$ cat src/rtl/mem_port_arbiter.sv
// Three-way round-robin arbiter for the single-port data/instruction memory.
// One registered access per cycle; read data or out-of-range error returned one cycle after grant.
module mem_port_arbiter #(
    parameter int ADDR_W    = 12,
    parameter int DATA_W    = 32,
    parameter int MEM_DEPTH = 16
) (
    input  logic                clk_i,
    input  logic                rst_ni,
    input  logic [2:0]          req_i,
    input  logic [2:0]          we_i,
    input  logic [3*ADDR_W-1:0] addr_i,
    input  logic [3*DATA_W-1:0] wdata_i,
    input  logic                lock_i,
    output logic [2:0]          gnt_o,
    output logic [2:0]          rvalid_o,
    output logic [2:0]          err_o,
    output logic [DATA_W-1:0]   rdata_o,
    output logic                mem_en_o,
    output logic                mem_we_o,
    output logic [ADDR_W-1:0]   mem_addr_o,
    output logic [DATA_W-1:0]   mem_wdata_o,
    input  logic [DATA_W-1:0]   mem_rdata_i
);

    localparam logic [ADDR_W:0] DEPTH_C = (ADDR_W+1)'(MEM_DEPTH);

    logic [2:0]        gnt_q, gnt_d;
    logic [1:0]        last_q, last_d;
    logic              mem_en_q, mem_en_d;
    logic              mem_we_q, mem_we_d;
    logic [ADDR_W-1:0] mem_addr_q, mem_addr_d;
    logic [DATA_W-1:0] mem_wdata_q, mem_wdata_d;
    logic [2:0]        rvalid_q, rvalid_d;
    logic [2:0]        err_q, err_d;
    logic              rsp_ok_q, rsp_ok_d;

    logic [2:0]        elig;
    logic [1:0]        cand1, cand2;
    logic [1:0]        win;
    logic              win_vld;
    logic              win_we;
    logic [ADDR_W-1:0] win_addr;
    logic [DATA_W-1:0] win_wdata;
    logic              win_in_range;

    function automatic logic [1:0] rr_next(input logic [1:0] idx);
        return (idx == 2'd2) ? 2'd0 : idx + 2'd1;
    endfunction

    // A requester is never re-granted in its own grant cycle; lock restricts to the host port.
    always_comb begin
        elig = req_i & ~gnt_q;
        if (lock_i) begin
            elig = elig & 3'b001;
        end
    end

    assign cand1 = rr_next(last_q);
    assign cand2 = rr_next(cand1);

    always_comb begin
        win_vld = 1'b1;
        win     = last_q;
        if (elig[cand1]) begin
            win = cand1;
        end else if (elig[cand2]) begin
            win = cand2;
        end else if (elig[last_q]) begin
            win = last_q;
        end else begin
            win_vld = 1'b0;
        end
    end

    always_comb begin
        win_we       = we_i[win];
        win_addr     = addr_i[win*ADDR_W +: ADDR_W];
        win_wdata    = wdata_i[win*DATA_W +: DATA_W];
        win_in_range = ({1'b0, win_addr} < DEPTH_C);
    end

    // Grant stage: register winner and drive the memory port.
    always_comb begin
        gnt_d       = 3'b000;
        last_d      = last_q;
        mem_en_d    = 1'b0;
        mem_we_d    = 1'b0;
        mem_addr_d  = mem_addr_q;
        mem_wdata_d = mem_wdata_q;
        if (win_vld) begin
            gnt_d       = 3'b001 << win;
            last_d      = win;
            mem_en_d    = win_in_range;
            mem_we_d    = win_we;
            mem_addr_d  = win_addr;
            mem_wdata_d = win_wdata;
        end
    end

    // Response stage: follows the grant by one cycle, aligned with the memory's read data.
    always_comb begin
        rvalid_d = mem_we_q  ? 3'b000 : gnt_q;
        err_d    = mem_en_q  ? 3'b000 : gnt_q;
        rsp_ok_d = mem_en_q;
    end

    always_ff @(posedge clk_i or negedge rst_ni) begin
        if (!rst_ni) begin
            gnt_q       <= 3'b000;
            last_q      <= 2'd2;
            mem_en_q    <= 1'b0;
            mem_we_q    <= 1'b0;
            mem_addr_q  <= '0;
            mem_wdata_q <= '0;
            rvalid_q    <= 3'b000;
            err_q       <= 3'b000;
            rsp_ok_q    <= 1'b0;
        end else begin
            gnt_q       <= gnt_d;
            last_q      <= last_d;
            mem_en_q    <= mem_en_d;
            mem_we_q    <= mem_we_d;
            mem_addr_q  <= mem_addr_d;
            mem_wdata_q <= mem_wdata_d;
            rvalid_q    <= rvalid_d;
            err_q       <= err_d;
            rsp_ok_q    <= rsp_ok_d;
        end
    end

    assign gnt_o       = gnt_q;
    assign rvalid_o    = rvalid_q;
    assign err_o       = err_q;
    assign rdata_o     = ((rvalid_q != 3'b000) && rsp_ok_q) ? mem_rdata_i : '0;
    assign mem_en_o    = mem_en_q;
    assign mem_we_o    = mem_we_q;
    assign mem_addr_o  = mem_addr_q;
    assign mem_wdata_o = mem_wdata_q;

endmodule

$ cat config.mk
export PLATFORM = sky130hd
export DESIGN_NAME = mem_port_arbiter
export DESIGN_NICKNAME = d
export VERILOG_FILES = /design/src/rtl/mem_port_arbiter.sv
export SDC_FILE = /design/constraint.sdc
export NUM_CORES = 1
export LEC_CHECK = 0
export ABC_CLOCK_PERIOD_IN_PS = 2650
export CORE_UTILIZATION = 33
export CTS_CLUSTER_DIAMETER = 100
export CTS_CLUSTER_SIZE = 14
export DETAILED_ROUTE_END_ITERATION = 6
export HOLD_SLACK_MARGIN = 0.08
export PLACE_DENSITY = 0.82
export SYNTH_ARGS = -nofsm -noshare
export SYNTH_HDL_FRONTEND = slang
export SYNTH_SLANG_ARGS = --single-unit
$ cat constraint.sdc
create_clock -name clk_i -period 2.65 [get_ports clk_i]
set_input_delay 0.3975 -clock clk_i [delete_from_list [all_inputs] [get_ports clk_i]]
set_output_delay 0.3975 -clock clk_i [all_outputs]
set_load 0.03 [all_outputs]
Word level (Yosys, flattened, before mapping) --
Cells that the tools add are included.
Word-level totals: bits in registers 58, input port bits 173, output and inout port bits 87, logic and storage cells 48
Cells by class: add/subtract/negate cells 2, $mul 1, magnitude comparators 5, equal/unequal tests 2, shift operators 3, multiplexer cells 22, bitwise logic cells 2, reductions and logical operators 2
Operator list (count):
- 96-bit by 8-bit indexed part select with 32-bit output | 1
- 36-bit by 7-bit indexed part select with 12-bit output | 1
- 32-bit 2-to-1 mux | 1
- 12-bit by 5-bit less-than comparator with 1-bit output, second input constant | 1
- 2-bit by 3-bit less-than comparator with 1-bit output, second input constant | 4
- 3-bit 2-to-1 mux | 4
- 1-bit 2-to-1 mux | 9
- 1-bit binary-select mux with 2-bit select | 4
- 2-bit 2-to-1 mux | 4
- 2-bit by 1-bit adder with 2-bit output, second input constant | 2
- 2-bit == test, second input constant | 2
- 2-bit by 2-bit multiplier with 4-bit output, second input constant | 1
- 3-bit bitwise AND | 1
- 3-bit NOT | 1
- 3-bit nonzero test | 1
- 1-bit by 2-bit << shifter with 3-bit output, first input constant | 1
- 1-bit logical AND | 1

Longest topological paths before layout --
Gate-level depths: netlist of run 1.
depth after elaboration 12, gate-level depth with buffers 7, depth with buffers taken out 6

Least setup slack after synthesis of run 1 --
Ideal clock, no wire load.
kind reg2reg, start point register gnt_q[1] (netlist: gnt_o[1]), end point register mem_en_q (netlist: mem_en_o), arrival 1918 ps, data required time 2554 ps, setup slack 636 ps, stages on the path, launching flop included 7, period minus slack after synthesis 2014 ps, cells stage by stage dfrtp_1 or3b_1 a32oi_4 inv_2 nor4_1 nor3_1 nor4_2
Between the ends: cells in the longest elaborated chain, start to end 11, elaborated cells on any way between the ends 18, classes of those cells mul (1); order compare (1); shift (1); mux (13); bitwise (2)
RTL lines:
- start, declared | line 28 | logic [2:0] gnt_q, gnt_d;
- start signal, assigned | line 120 | gnt_q <= gnt_d;
- 3-bit NOT * | line 53 | elig = req_i & ~gnt_q;
- 3-bit bitwise AND * | line 53
- 3-bit 2-to-1 mux * | line 54 | if (lock_i) begin
- 1-bit binary-select mux with 2-bit select | line 67 | end else if (elig[cand2]) begin
- 1-bit 2-to-1 mux (not written as such) | line 67
- 2-bit 2-to-1 mux | line 67
- 2-bit 2-to-1 mux | line 65 | if (elig[cand1]) begin
- 2-bit by 2-bit multiplier with 4-bit output | line 78 | win_addr = addr_i[win*ADDR_W +: ADDR_W];
- 36-bit by 7-bit indexed part select with 12-bit output | line 78
- 12-bit by 5-bit less-than comparator with 1-bit output | line 80 | win_in_range = ({1'b0, win_addr} < DEPTH_C);
- 1-bit 2-to-1 mux * | line 91 | if (win_vld) begin
- via mem_en_d | line 30 | logic mem_en_q, mem_en_d;
- end signal, assigned | line 122 | mem_en_q <= mem_en_d;
- end, declared | line 30
Mark *: on every way through the listed nets, which the timed path passes. The rest lies on a longest branch. The select of a mux whose other input is x is not followed. A chain may end at the register's enable or synchronous reset.

Worst setup path in the final report of run 1 --
start point register rvalid_q[1] (netlist: rvalid_o[1]), end point output rdata_o[22]
Between the ends: cells in the longest elaborated chain, start to end 3
RTL lines:
- start, declared | line 34 | logic [2:0] rvalid_q, rvalid_d;
- start signal, assigned | line 126 | rvalid_q <= rvalid_d;
- 3-bit nonzero test | line 135 | assign rdata_o = ((rvalid_q != 3'b000) && rsp_ok_q) ? mem_rdata_i : '0;
- 1-bit logical AND | line 135
- 32-bit 2-to-1 mux | line 135
- end, declared | line 18 | output logic [DATA_W-1:0] rdata_o,
No other way between the ends.

==> results of run 1 <==
==> layout by cell type, fill, tap and decap left out, types with 2 or more instances in the layout <==
cell             netlist  final
clkdlybuf4s50_1        0    258
dfrtp_1               57     57
mux2i_1               38     38
a22oi_1               36     36
and2_1                32     32
o21ai_0               26     26
nand2_1               25     24
o21ai_1               19     19
clkbuf_8               0      9
buf_4                  1      9
nor2b_1                8      8
a21oi_1                6      6
o22a_1                 6      6
nor2_1                 3      3
or4_1                  3      3
nor3_1                 3      3
bufinv_16              0      3
nor3b_1                2      2
or3b_1                 2      2
and3_1                 2      2
nor4_1                 2      2
clkbuf_1              15      2
buf_12                 0      2
==> timing repair <==
action,in CTS,in global routing
endpoints found under the setup margin,6,0
resized for setup,1,0
endpoints found under the hold margin,0,0
==> final timing paths <==
kind	startpoint	slack, ns	depth (start not counted)	end
max in group asynchronous	rst_ni	1.85	2	last_q[1]$_DFFE_PN1P_
max	rvalid_o[1]$_DFF_PN0_	0.22	3	rdata_o[22]
max reg2reg	gnt_o[1]$_DFF_PN0_	0.57	6	mem_wdata_o[24]$_DFFE_PN0P_
min reg2reg	mem_we_o$_DFF_PN0_	0.48	1	rvalid_o[1]$_DFF_PN0_
min in group clk_i	mem_we_o$_DFF_PN0_	0.48	1	rvalid_o[1]$_DFF_PN0_
min	rst_ni	0.12	1	mem_addr_o[8]$_DFFE_PN0P_
==> power by group <==
group | internal (mW) | total [mW] | switching (mW)
Clock | 0.624 | 0.982 | 0.358
Combinational | 1.60 | 3.57 | 1.96
Sequential | 1.31 | 1.62 | 0.308
Total | 3.53 | 6.16 | 2.63
==> synth_stat cells (2+ instances only) <==
cell,n
buf_6,3
o21ai_0,26
mux2i_1,38
dfrtp_1,57
and2_1,32
nor3_1,3
a22oi_1,36
o21ai_1,19
nand2_1,25
nor2b_1,8
o22a_1,6
nor2_1,3
or3b_1,2
nor4_1,2
a21oi_1,6
buf_2,4
or4_1,3
clkbuf_1,15
and3_1,2
nor3b_1,2
==> per-layer routing <==
metal / GRT usage / up-vias / routed length (um)
met5: 0 / - / 0
met4: 0.105 / 0 / 419
met1: 0.224 / 1679 / 4030
li1: - / 1674 / -
met2: 0.467 / 194 / 6630
met3: 0.0675 / 30 / 1010
==> sequential cells by signal (all words and copies together), names as in the netlist <==
signal / count
mem_wdata_o: 32
mem_addr_o: 12
err_o: 3
gnt_o: 3
rvalid_o: 3
last_q: 2
mem_en_o: 1
mem_we_o: 1
rsp_ok_q: 1
==> worst max-delay path, delay by kind of cell, from the launching register on <==
kind / cells / cell delay, ns
flip-flops: 1 / 0.38
buffers and inverters: 1 / 0.59
AND/OR/NAND/NOR: 1 / 0.23
AO/OA/AOI/OAI: 1 / 0.50
==> area by class of cell <==
type                            count  area, um^2  area share
Inverter                            2        7.51     0.00122
Clock buffer                       11         131      0.0214
Sequential cell                    58        1450       0.237
Tap cell                          129         161      0.0263
Multi-Input combinational cell    230        1590       0.259
Clock inverter                      5         103      0.0167
Timing Repair Buffer              270        2700       0.439
==> per-stage QoR <==
step           hold slack, ns  instances  setup slack [ns]  instance area, um^2
2_1_floorplan           0.102        313             0.636                 3160
3_3_place_gp            0.467        689             0.254                 5900
3_5_place_dp            0.474        689             0.147                 5900
6_report                0.115        705             0.215                 6140
5_1_grt                 0.159        705             0.123                 6140
4_1_cts                 0.127        705             0.185                 6140
==> cells by family after synthesis <==
family | share of synthesized area
buffers and inverters | 0.0396
and+or+nand+nor | 0.163
muxes | 0.124
AOI/OAI and AO/OA | 0.214
DFF | 0.459
==> summary.txt, run 1 <==
Timing
  • Minimum clock period: about 2.4 ns
  • Worst slew pin tran: a little over 0.7 ns
  • Fmax: between 400 and 500 MHz
  • Period utilization: 0.919
  • Relative slew slack: 0.531
  • Max Clock Skew: between 0.01 and 0.015 ns
  • Max-slew violation count: 0
  • Setup TNS: 0 ns
  • Final Setup Violations: 0
  • RSZ-0062 raised after global routing: no
  • Hold Fails Final Rpt: 0

Clocking
  • Root Buffer: clkbuf_8
  • Clk sinks: 58
  • CTS HTree Levels: 3
  • Hold buffers post-CTS: 0
  • Max Root-Sink Buffers: 2
  • CTS tree: done
  • TritonCTS Buffers: 9
  • Worst skew pair latency: approximately 0.33 ns
  • # Post-CTS Setup Buffers: 0
  • Clk slew on worst S/H paths: about 0.070 ns

Pwr
  • Pwr dens: 1000 nW/um^2
  • Max VDD drop: 674 uV
  • Total power: slightly above 6 mW
  • LEAKAGE: approximately 2.5 nW

Global routing
  • Vias in the first global route: about 3700
  • Initial antenna violation count: 0
  • GRT Total Usage: 0.237
  • Wire length of the first global-routing pass: 18.1 mm
  • Largest net degree at the start of global routing: 39
  • GRT overflow: 0

Route
  • DRC errors left: 0
  • Vias: 3577
  • Wire length per cell: between 15 and 20 um
  • Initial DRT Pass Iterations: 4
  • Post-route ant nets: 0
  • Final wirelength: roughly 12 mm
  • Iteration-0 DRC count of the detailed router: around 110
  • Via density: between 5 and 6

Layout
  • Share of post-route cells with drive strength above 1: 0.0625
  • # fillers: between 700 and 800
  • Fin util: 0.664
  • Fin nets: 744
  • Area Growth Syn to Fin: 94.1%
  • Antenna Cells: 0

Synth
  • Synth top area share: 0.451
  • Avg Cell Area, Syn: 10.1 um^2
  • Synth area leaders: dfrtp_1 45%, mux2i_1 12%, a22oi_1 8.5%, and2_1 6.3%, o21ai_0 4.1%
  • Register area share after synthesis: 0.459
  • Mapped Cells: 313
  • Register bit total from synthesis: 58
  • Yosys cell types: 41
  • Synth async-reset ratio: 1.00
  • Number of synthesized flops with an enable pin: 0
  • Yosys warns: 0
  • Cell accounting for the most synthesized area: dfrtp_1
  • Mapped Area: 3160 um^2
  • Synth Flop Type: dfrtp_1
  • Syn nets: slightly below 500

Floorplan
  • Starting Density: 0.342
  • Die W: 99.9 um
  • Cell Rows: 35
  • Top-level port count: between 200 and 300
  • Die ar.: around 10000 um^2
  • DIE HEIGHT: around 100 um
  • Core Area: between 9000 and 10000 um^2

Place
  • HPWL after DPL: roughly 9.5 mm
  • Final Wtd Congestion: 0.862
  • # port buffers: approximately 260

Min path
  • HP Class: input pin to async pin

Critical path
  • Crit end category: output port
  • CP Launch Type: register
  • Slowest stage cell on the critical path: clkdlybuf4s50_1
  • Crit path max fanout: 32
  • Crit path DAT: 2.04 ns
  • Max incr delay on CP: about 0.6 ns
  • Critical-path cell list: o31a_2 -> and2_1 -> clkdlybuf4s50_1
  • Crit Path Class: register to output port
  • Critical Path RT: around 2.3 ns

Job
  • Max cap viols: 0

Outcome
  • Status: complete, no violations
Power figures use the tool's default switching activity.
==> run 2, diff against run 1 <==
--- a/config.mk
+++ b/config.mk
@@ -10,6 +10,7 @@
 export CTS_CLUSTER_DIAMETER = 100
 export CTS_CLUSTER_SIZE = 14
 export DETAILED_ROUTE_END_ITERATION = 6
+export GPL_TIMING_DRIVEN = 0
 export HOLD_SLACK_MARGIN = 0.08
 export PLACE_DENSITY = 0.82
 export SYNTH_ARGS = -nofsm -noshare
==> run 2 against run 1 <==
Total power is 3.3% lower. Highest routed layer unchanged. Register-to-register slack worse by 0.19 ns. Critical path type unchanged. Worst hold slack worse by 0.036 ns. Sequential power hardly changed. First-iteration DRC count is 22% lower. Cell count is 1.7% higher. Via count hardly changed. Clock power is 21% lower. Worst setup slack worse by 0.020 ns.
==> summary.txt, run 2 (synthesized netlist as in run 1, its figures left out) <==
Outcome
  • Status: complete, no violations

Critical path
  • R2r endpoint: mem_wdata_o[7]$_DFFE_PN0P_
  • Worst r2r path cells: 5 (-1)
  • Crit Path Class: register to output port
  • Critical-path cell list: o31a_1 -> clkbuf_1 -> and2_1 -> clkdlybuf4s50_1
  • Max incr delay on CP: 0.59 ns (about the same)
  • Crit end category: output port
  • CP Launch Type: register
  • Crit path DAT: 2.06 ns (+0.02 ns)
  • Crit path max fanout: 10 (-69%)
  • Critical Path RT: 2.25 ns (about the same)
  • Buf+Inv Stages, Crit Path: 2 (+1)
  • R2R Path Start: gnt_o[1]$_DFF_PN0_
  • Reg2reg setup slack: 0.38 ns (-0.19 ns)
  • Slowest stage cell on the critical path: clkdlybuf4s50_1
  • Cell family with most CP delay: buffers and inverters

Clocking
  • # Post-CTS Setup Buffers: 0 (unchanged)
  • Clk sinks: 58 (unchanged)
  • Max Root-Sink Buffers: 2 (unchanged)
  • Worst skew pair latency: 0.33 ns (about the same)
  • Hold buffers post-CTS: 0 (unchanged)
  • Clk slew on worst S/H paths: 0.07 ns (about the same)
  • CTS HTree Levels: 3 (unchanged)
  • Root Buffer: clkbuf_8
  • CTS tree: done
  • TritonCTS Buffers: 9 (unchanged)

Place
  • Cells after DPL: 702 (+1.9%)
  • Final Wtd Congestion: 0.848 (-1.5%)
  • # port buffers: 259 (unchanged)
  • Post-DP Area: 5930 um^2 (+0.47%)
  • HPWL after DPL: 9.67 mm (+1.4%)

Global routing
  • Largest net degree at the start of global routing: 33 (-15%)
  • Initial antenna violation count: 0 (unchanged)
  • GRT overflow: 0 (unchanged)
  • Vias in the first global route: 3655 (-0.73%)
  • GRT Total Usage: 0.235 (-0.00203)
  • Wire length of the first global-routing pass: 17.8 mm (-1.3%)

Layout
  • Final Non-Filler Cells: 717 (+1.7%)
  • Fin nets: 757 (+1.7%)
  • Antenna Cells: 0 (unchanged)
  • Share of post-route cells with drive strength above 1: 0.0578 (-0.00468)
  • Commonest non-fill, non-tap cell in the layout: clkdlybuf4s50_1
  • Commonest cells after routing, fill and taps aside: 258 x clkdlybuf4s50_1, 57 x dfrtp_1, 38 x mux2i_1, 36 x a22oi_1, 32 x and2_1
  • Fin area: 6120 um^2 (-0.29%)
  • Area Growth Syn to Fin: 93.6%
  • Number of flip-flops in the largest register: 32 (unchanged)

Route
  • Initial DRT Pass Iterations: 4 (unchanged)
  • DRC errors left: 0 (unchanged)
  • Via density: 4.99 (-1.6%)
  • Wire length per cell: 16.4 um (-4.6%)
  • Iteration-0 DRC count of the detailed router: 82 (-22%)
  • Vias: 3580 (+0.084%)
  • Final wirelength: 11.7 mm (-2.9%)
  • Post-route ant nets: 0 (unchanged)

Timing
  • Period utilization: 0.926 (+0.00767)
  • Worst slew pin tran: 0.636 ns (-0.0683 ns)
  • Max Clock Skew: 0.00985 ns (-0.000509 ns)
  • Fmax: 407 MHz (-0.83%)
  • Max-slew violation count: 0 (unchanged)
  • Relative slew slack: 0.576 (+0.0455)
  • RSZ-0062 raised after global routing: no
  • Minimum clock period: 2.45 ns (+0.0203 ns)
  • Hold Fails Final Rpt: 0 (unchanged)
  • Final Setup Violations: 0 (unchanged)

Min path
  • HP Class: input pin to async pin

Pwr
  • Pwr dens: 974 nW/um^2 (-3.0%)
  • LEAKAGE: 2.54 nW (-0.27%)
  • Max VDD drop: 509 uV (-25%)

Job
  • Max cap viols: 0 (unchanged)

Floorplan
  • DIE HEIGHT: 99.9 um (unchanged)
  • Cell Rows: 35 (unchanged)
  • Top-level port count: 260 (unchanged)
  • Die ar.: 9980 um^2 (unchanged)
  • Starting Density: 0.342 (unchanged)
  • Die W: 99.9 um (unchanged)
  • Core Area: 9240 um^2 (unchanged)
==> run 2: how the worst max path moves through the flow <==
stage,from,end,slack (ns),cells after the start
after floorplan,gnt_o[1]$_DFF_PN0_,mem_en_o$_DFF_PN0_,0.64,6
after global placement,rst_ni,mem_wdata_o[12]$_DFFE_PN0P_,-0.66,1
after detailed placement,lock_i,mem_wdata_o[7]$_DFFE_PN0P_,-0.07,6
after CTS,rvalid_o[0]$_DFF_PN0_,rdata_o[23],0.09,4
after global routing,rvalid_o[0]$_DFF_PN0_,rdata_o[9],0.07,4
final,rvalid_o[1]$_DFF_PN0_,rdata_o[13],0.20,4
==> run 2: final cells by class <==
cell class,instances,area [um^2]
fillers,758,3120
repair buffers,260,2610
multi-input cells,230,1580
flip-flops and latches,58,1450
clock buffers,13,179
well taps,129,161
plain buffers,23,119
clock inverters,2,10.0
inverters,2,7.51
==> run 2: where the power goes <==
part | leakage, nW | switching (mW) | internal, mW
sequential | 0.712 | 0.277 | 1.31
combinational | 1.73 | 2.00 | 1.61
clock | 0.101 | 0.339 | 0.433
total | 2.54 | 2.61 | 3.35
==> run 2: worst reg2reg max path: cells and delay by family, from the launching register on <==
family                 cells  cell delay (ns)
AND/OR/NAND/NOR            2             0.79
buffers and inverters      1             0.31
AO/OA/AOI/OAI              2             0.63
flip-flops                 1             0.44
==> run 2: timing repair <==
action,4_1_cts,5_1_grt
hold endpoints to repair,0,0
resized for setup,0,2
endpoints found under the setup margin,0,1
==> run 2: metal layers <==
| metal | GRT usage | vias to the layer above | wire length (um) | part of all wire |
|---|---|---|---|---|
| met5 | 0 | - | 0 | 0 |
| met4 | 0.0905 | 0 | 260 | 0.022 |
| met2 | 0.465 | 194 | 6380 | 0.54 |
| met3 | 0.0710 | 22 | 1160 | 0.099 |
| li1 | - | 1690 | - | - |
| met1 | 0.224 | 1674 | 3940 | 0.34 |
==> run 2: through the flow <==
stage	power [mW]	hold slack [ns]	setup WS (ns)	utilization	setup TNS (ns)
2_1_floorplan	3.66	0.102	0.636	-	0
6_report	5.96	0.0791	0.195	0.662	0
3_5_place_dp	5.23	0.450	-0.0656	0.642	-0.677
4_1_cts	6.01	0.0879	0.0945	0.662	0
3_3_place_gp	5.16	0.470	-0.660	0.640	-37.29
5_1_grt	6.33	0.124	0.0747	0.662	0
